## src/rtl/ahfp_cordic_collect.sv

```systemverilog
// ahfp_cordic_collect: output collector for the free-running floating-point CORDIC rotator.
//
// The block tracks each launched sample through the rotator's fixed latency using a
// tag/valid delay line. When the sample emerges, the quadrant sign fix-up is applied
// to cos/sin and the result is queued in a small FIFO with a valid/ready output.
// Credit-based admission (in_ready) reserves a FIFO slot for every sample in flight,
// so a result leaving the rotator always finds room in the FIFO.
//
// Ports:
//   clk, rst_n              clock (rising edge), asynchronous active-low reset
//   in_valid / in_ready     launch handshake toward the rotator's upstream
//   in_negate, in_tag       per-sample quadrant flag and user tag
//   cordic_cos, cordic_sin  rotator outputs, valid LATENCY cycles after launch
//   out_valid / out_ready   result FIFO handshake
//   out_cos, out_sin        fixed-up results at the FIFO head
//   out_tag                 tag of the FIFO head entry

module ahfp_cordic_collect #(
  parameter int unsigned LATENCY = 12,
  parameter int unsigned DEPTH   = 4,
  parameter int unsigned TAG_W   = 4
) (
  input  logic             clk,
  input  logic             rst_n,
  input  logic             in_valid,
  output logic             in_ready,
  input  logic             in_negate,
  input  logic [TAG_W-1:0] in_tag,
  input  logic [31:0]      cordic_cos,
  input  logic [31:0]      cordic_sin,
  output logic             out_valid,
  input  logic             out_ready,
  output logic [31:0]      out_cos,
  output logic [31:0]      out_sin,
  output logic [TAG_W-1:0] out_tag
);

  localparam int unsigned PtrW = $clog2(DEPTH);
  localparam int unsigned CntW = $clog2(DEPTH + 1);

  logic launch;
  logic capture;
  logic pop;

  // Delay line mirroring the rotator pipeline
  logic [LATENCY-1:0] dl_valid_q;
  logic [LATENCY-1:0] dl_neg_q;
  logic [TAG_W-1:0]   dl_tag_q [LATENCY];

  // Result FIFO
  logic [31:0]      mem_cos_q [DEPTH];
  logic [31:0]      mem_sin_q [DEPTH];
  logic [TAG_W-1:0] mem_tag_q [DEPTH];
  logic [PtrW-1:0]  wr_ptr_q;
  logic [PtrW-1:0]  rd_ptr_q;
  logic [CntW-1:0]  count_q, count_d;
  logic [CntW-1:0]  inflight_q, inflight_d;
  logic [CntW:0]    credit_sum;

  logic [31:0] fix_cos;
  logic [31:0] fix_sin;

  // Zero/denormal flushes to +0; otherwise the sign flips when the angle was reduced by pi.
  function automatic logic [31:0] fixup(input logic [31:0] v, input logic neg);
    if (v[30:23] == 8'h00) begin
      return 32'h0000_0000;
    end
    return {v[31] ^ neg, v[30:0]};
  endfunction

  assign credit_sum = {1'b0, inflight_q} + {1'b0, count_q};
  assign in_ready   = credit_sum < (CntW + 1)'(DEPTH);
  assign launch     = in_valid & in_ready;
  assign capture    = dl_valid_q[LATENCY-1];
  assign out_valid  = (count_q != '0);
  assign pop        = out_valid & out_ready;

  assign fix_cos = fixup(cordic_cos, dl_neg_q[LATENCY-1]);
  assign fix_sin = fixup(cordic_sin, dl_neg_q[LATENCY-1]);

  assign out_cos = mem_cos_q[rd_ptr_q];
  assign out_sin = mem_sin_q[rd_ptr_q];
  assign out_tag = mem_tag_q[rd_ptr_q];

  always_ff @(posedge clk or negedge rst_n) begin
    if (!rst_n) begin
      dl_valid_q <= '0;
      dl_neg_q   <= '0;
      for (int i = 0; i < int'(LATENCY); i++) begin
        dl_tag_q[i] <= '0;
      end
    end else begin
      for (int i = int'(LATENCY) - 1; i > 0; i--) begin
        dl_valid_q[i] <= dl_valid_q[i-1];
        dl_neg_q[i]   <= dl_neg_q[i-1];
        dl_tag_q[i]   <= dl_tag_q[i-1];
      end
      dl_valid_q[0] <= launch;
      dl_neg_q[0]   <= in_negate;
      dl_tag_q[0]   <= in_tag;
    end
  end

  always_comb begin
    count_d = count_q;
    unique case ({capture, pop})
      2'b10:   count_d = count_q + CntW'(1);
      2'b01:   count_d = count_q - CntW'(1);
      default: count_d = count_q;
    endcase
  end

  always_comb begin
    inflight_d = inflight_q;
    unique case ({launch, capture})
      2'b10:   inflight_d = inflight_q + CntW'(1);
      2'b01:   inflight_d = inflight_q - CntW'(1);
      default: inflight_d = inflight_q;
    endcase
  end

  always_ff @(posedge clk or negedge rst_n) begin
    if (!rst_n) begin
      wr_ptr_q   <= '0;
      rd_ptr_q   <= '0;
      count_q    <= '0;
      inflight_q <= '0;
      for (int i = 0; i < int'(DEPTH); i++) begin
        mem_cos_q[i] <= '0;
        mem_sin_q[i] <= '0;
        mem_tag_q[i] <= '0;
      end
    end else begin
      count_q    <= count_d;
      inflight_q <= inflight_d;
      if (capture) begin
        mem_cos_q[wr_ptr_q] <= fix_cos;
        mem_sin_q[wr_ptr_q] <= fix_sin;
        mem_tag_q[wr_ptr_q] <= dl_tag_q[LATENCY-1];
        wr_ptr_q            <= wr_ptr_q + PtrW'(1);
      end
      if (pop) begin
        rd_ptr_q <= rd_ptr_q + PtrW'(1);
      end
    end
  end

  // Credit scheme invariants
  a_no_capture_when_full : assert property (@(posedge clk) disable iff (!rst_n)
    !(capture && (count_q == CntW'(DEPTH))));
  a_inflight_bounded : assert property (@(posedge clk) disable iff (!rst_n)
    inflight_q <= CntW'(DEPTH));

endmodule

```

## config.mk

```make
export PLATFORM = sky130hd
export DESIGN_NAME = ahfp_cordic_collect
export DESIGN_NICKNAME = d
export VERILOG_FILES = /design/src/rtl/ahfp_cordic_collect.sv
export SDC_FILE = /design/constraint.sdc
export NUM_CORES = 1
export LEC_CHECK = 0
export CAP_MARGIN = 20
export CORE_ASPECT_RATIO = 0.5
export CORE_UTILIZATION = 52
export DETAILED_ROUTE_END_ITERATION = 6
export PLACE_DENSITY = 0.74
export SYNTH_ARGS = -nofsm -noshare
export SYNTH_HDL_FRONTEND = slang
export SYNTH_SLANG_ARGS = --single-unit
```

## constraint.sdc

```tcl
create_clock -name clk -period 1.88 [get_ports clk]
set_input_delay 0.188 -clock clk [delete_from_list [all_inputs] [get_ports clk]]
set_output_delay 0.188 -clock clk [all_outputs]
set_load 0.02 [all_outputs]
```

==> reports/qor.txt <==
width of the die -> 241.7 µm
mapped cell area -> 0.01494 mm²
# DRC -> 0
starting density of the core -> 0.5340
Inst Count DP -> 1892
unrepaired setup endpoints after global routing -> true
Final ANT Viol Nets -> 0
worst path cell trace -> buf_12 -> buf_8 -> buf_8 -> mux4_2 -> buf_6
worst slack, placed -> -216.6 ps
gpl congestion -> 0.8310
hold violation count in the final report -> 0
average routed wire per standard cell -> 19.70 µm
Root Buffer Master -> clkbuf_16
Reg area -> 0.008866 mm²
Final Cycle Share -> 1.234
Crit-path slowest cell -> dfrtp_4
fillers -> 1991
Post-DP HPWL -> 24390 µm
async set-or-reset flop fraction in the synthesized netlist -> 1.000
final worst slack -> -439.3 ps
Hold Crit Class -> primary input to register
Core Area -> 0.02798 mm²
Relative slew margins -> 0.6358
# rows -> 43
final wirelength -> 38740 µm
most common cell in the netlist -> nand2_1
Fmax achieved -> 431.2 MHz
TritonCTS clock tree -> yes
Yosys warnings -> 0
Max VDD drop -> 0.001245 V
number of global-route vias before repair -> 11670
DRT iter0 DRCs -> 906
Pleak -> 8.524 nW
area of the multi-input gates -> 0.005577 mm²
Post-Synthesis Cells -> 1380
register area share after synthesis -> 0.5929
layout cell share with drive strength beyond 1 -> 0.2394
synth cell count leaders -> nand2_1, dfrtp_1, o21ai_0
status -> complete, but fails checks
initial antenna violation count -> 3
final std cells w/o fill -> 1966
IO Port Bufs -> 142
Worst Tran Pin Value -> 546.3 ps
crit path DAT -> 2130 ps
Clock Sinks -> 354
Critical Setup Path Class -> register to output pin
Slew Limit Fails -> 0
largest net degree at the start of global routing -> 84
num ports -> 143
drt pass-1 iters -> 5
Clock transition at path regs -> 70 ps
dominant cell type by area after synthesis -> dfrtp_1
Area Overhead vs Synth -> 25.55%
Req. time, crit path -> 1690 ps
area of the die -> 0.02946 mm²
syn avg cell area -> 10.83 µm²
chip height -> 121.9 µm
Synthesized Nets -> 1463
nets -> 1643
min cycle time layout -> 2319 ps
Setup Skew -> 29.79 ps
critical-path maximum fanout -> 5
failing checks -> negative setup slack
crit start category -> register
Seq cells post-synth -> 354
via/cell ratio -> 5.591
CTS Buf Count -> 30
first-pass GRT wire length -> 61780 µm
# setup viols final -> 71
Synth top area share -> 0.5929
crit end category -> output pin
H-tree Lvls -> 1
vias -> 10990
top cells by area, synth -> dfrtp_1, nand2_1, mux4_2, o21ai_2, o21ai_0
pwr/cell area -> 1909 mW/mm²
CP most frequent cell -> buf_8
CTS Buffer Depth -> 3
CP peak stage delay -> 500 ps
Yosys cell types -> 27
Max Cap Viol -> 0
EDFF count, synth -> 0
Main synth FF type -> dfrtp_1
clk_lat worst skew -> 580 ps
GRT Overall Usage -> 0.2688
global route total overflow -> 0
## cell families (layout without fill, tap and decap cells)
kind of cell | after synthesis | count (layout) | synth area share
other | 0 | 1 | 0
AND/OR/NAND/NOR | 639 | 639 | 0.1649
XOR/XNOR | 11 | 11 | 0.006448
adder cells (fa/ha/maj) | 10 | 10 | 0.009380
AO/OA/AOI/OAI | 194 | 194 | 0.08416
multiplexers | 70 | 70 | 0.1038
buffers and inverters | 102 | 305 | 0.03835
flip-flops | 354 | 354 | 0.5929
## placed cells by master, fill, tap and decap left out, types with 2 or more instances in the layout
master	n
o21ai_2	70
bufinv_16	4
clkbuf_16	30
buf_8	4
clkinv_2	3
buf_6	75
clkdlybuf4s50_1	71
xor2_1	5
fa_2	2
ha_2	2
buf_12	29
clkbuf_1	9
nor2_4	2
and2_2	4
dfrtp_1	352
dfrtp_4	2
o31ai_1	8
clkbuf_8	7
buf_16	5
nand2_1	619
ha_1	5
or4_4	4
mux4_2	68
xnor2_1	5
o21ai_0	105
nand2_2	4
inv_1	8
buf_4	55
o21ai_1	10
mux2i_1	2
## path summary, 6_finish.rpt
check	startpoint	to	slack (ps)	cells past startpoint
min	in_negate	dl_neg_q[0]$_DFF_PN0_	50	1
max in group asynchronous	rst_n	dl_tag_q[0]$_DFF_PN0_	940	3
max	rd_ptr_q[0]$_DFFE_PN0N_	out_sin[11]	-440	5
min reg2reg	dl_tag_q[44]$_DFF_PN0_	dl_tag_q[40]$_DFF_PN0_	340	0
min in group asynchronous	rst_n	dl_tag_q[39]$_DFF_PN0_	60	2
max reg2reg	count_q[1]$_DFFE_PN0P_	inflight_q[2]$_DFFE_PN0P_	-160	10
## critical path, delay by kind of cell, from the launching register on
| kind | cells | cell delay (ps) |
|---|---|---|
| multiplexers | 1 | 470 |
| flip-flops | 1 | 500 |
| buffers and inverters | 4 | 570 |
## through the flow
step / TNS, ps / util / hold slack [ps] / power [mW] / instance area (µm²)
2_1_floorplan: -442.8 / - / -107.6 / 21.38 / 14960
3_3_place_gp: -25420 / 0.6178 / 77.28 / 27.08 / 17280
3_5_place_dp: -31140 / 0.6178 / 80.04 / 27.84 / 17280
4_1_cts: -26960 / 0.6680 / 30.84 / 35.85 / 18690
5_1_grt: -29500 / 0.6704 / 29.92 / 37.76 / 18760
6_report: -26010 / 0.6705 / 48.91 / 35.81 / 18760
## flip-flops by register name, indices dropped and copies added (netlist names)
register and count:
count_q 3, dl_neg_q 12, dl_tag_q 48, dl_valid_q 12
inflight_q 3, mem_cos_q 128, mem_sin_q 128, mem_tag_q 16
rd_ptr_q 2, wr_ptr_q 2
## area by class of cell
class / instances / area share
sequential: 354 / 0.4727
multi-input combinational: 924 / 0.2973
timing repair buffer: 241 / 0.1472
clock buffer: 46 / 0.04696
tap: 382 / 0.02548
clock inverter: 9 / 0.008471
inverter: 9 / 0.001801
antenna: 1 / 0.0001334
## power by group
group / internal (mW) / total [mW] / switching, mW
clock network: 3.78 / 6.58 / 2.80
logic: 8.37 / 16.5 / 8.14
registers: 10.9 / 12.7 / 1.87
total: 23.0 / 35.8 / 12.8
## repair_timing
| action | in CTS | in global routing |
|---|---|---|
| endpoints found under the setup margin | 72 | 72 |
| resized for setup | 437 | 12 |
| gates cloned | 5 | 0 |
| hold buffers | 1 | 0 |
| hold endpoints to repair | 354 | 0 |
| setup buffers | 9 | 3 |
| pin swaps | 2 | 7 |
## routing by layer
metal  track usage  vias to the layer above  part of all wire
li1              -                     4909                 -
met1        0.3563                     5548              0.40
met2        0.4587                      440              0.50
met3       0.04671                       93             0.072
met4       0.08465                        2             0.026
met5             0                        -           0.00028
(Power assumes the default switching activity.)
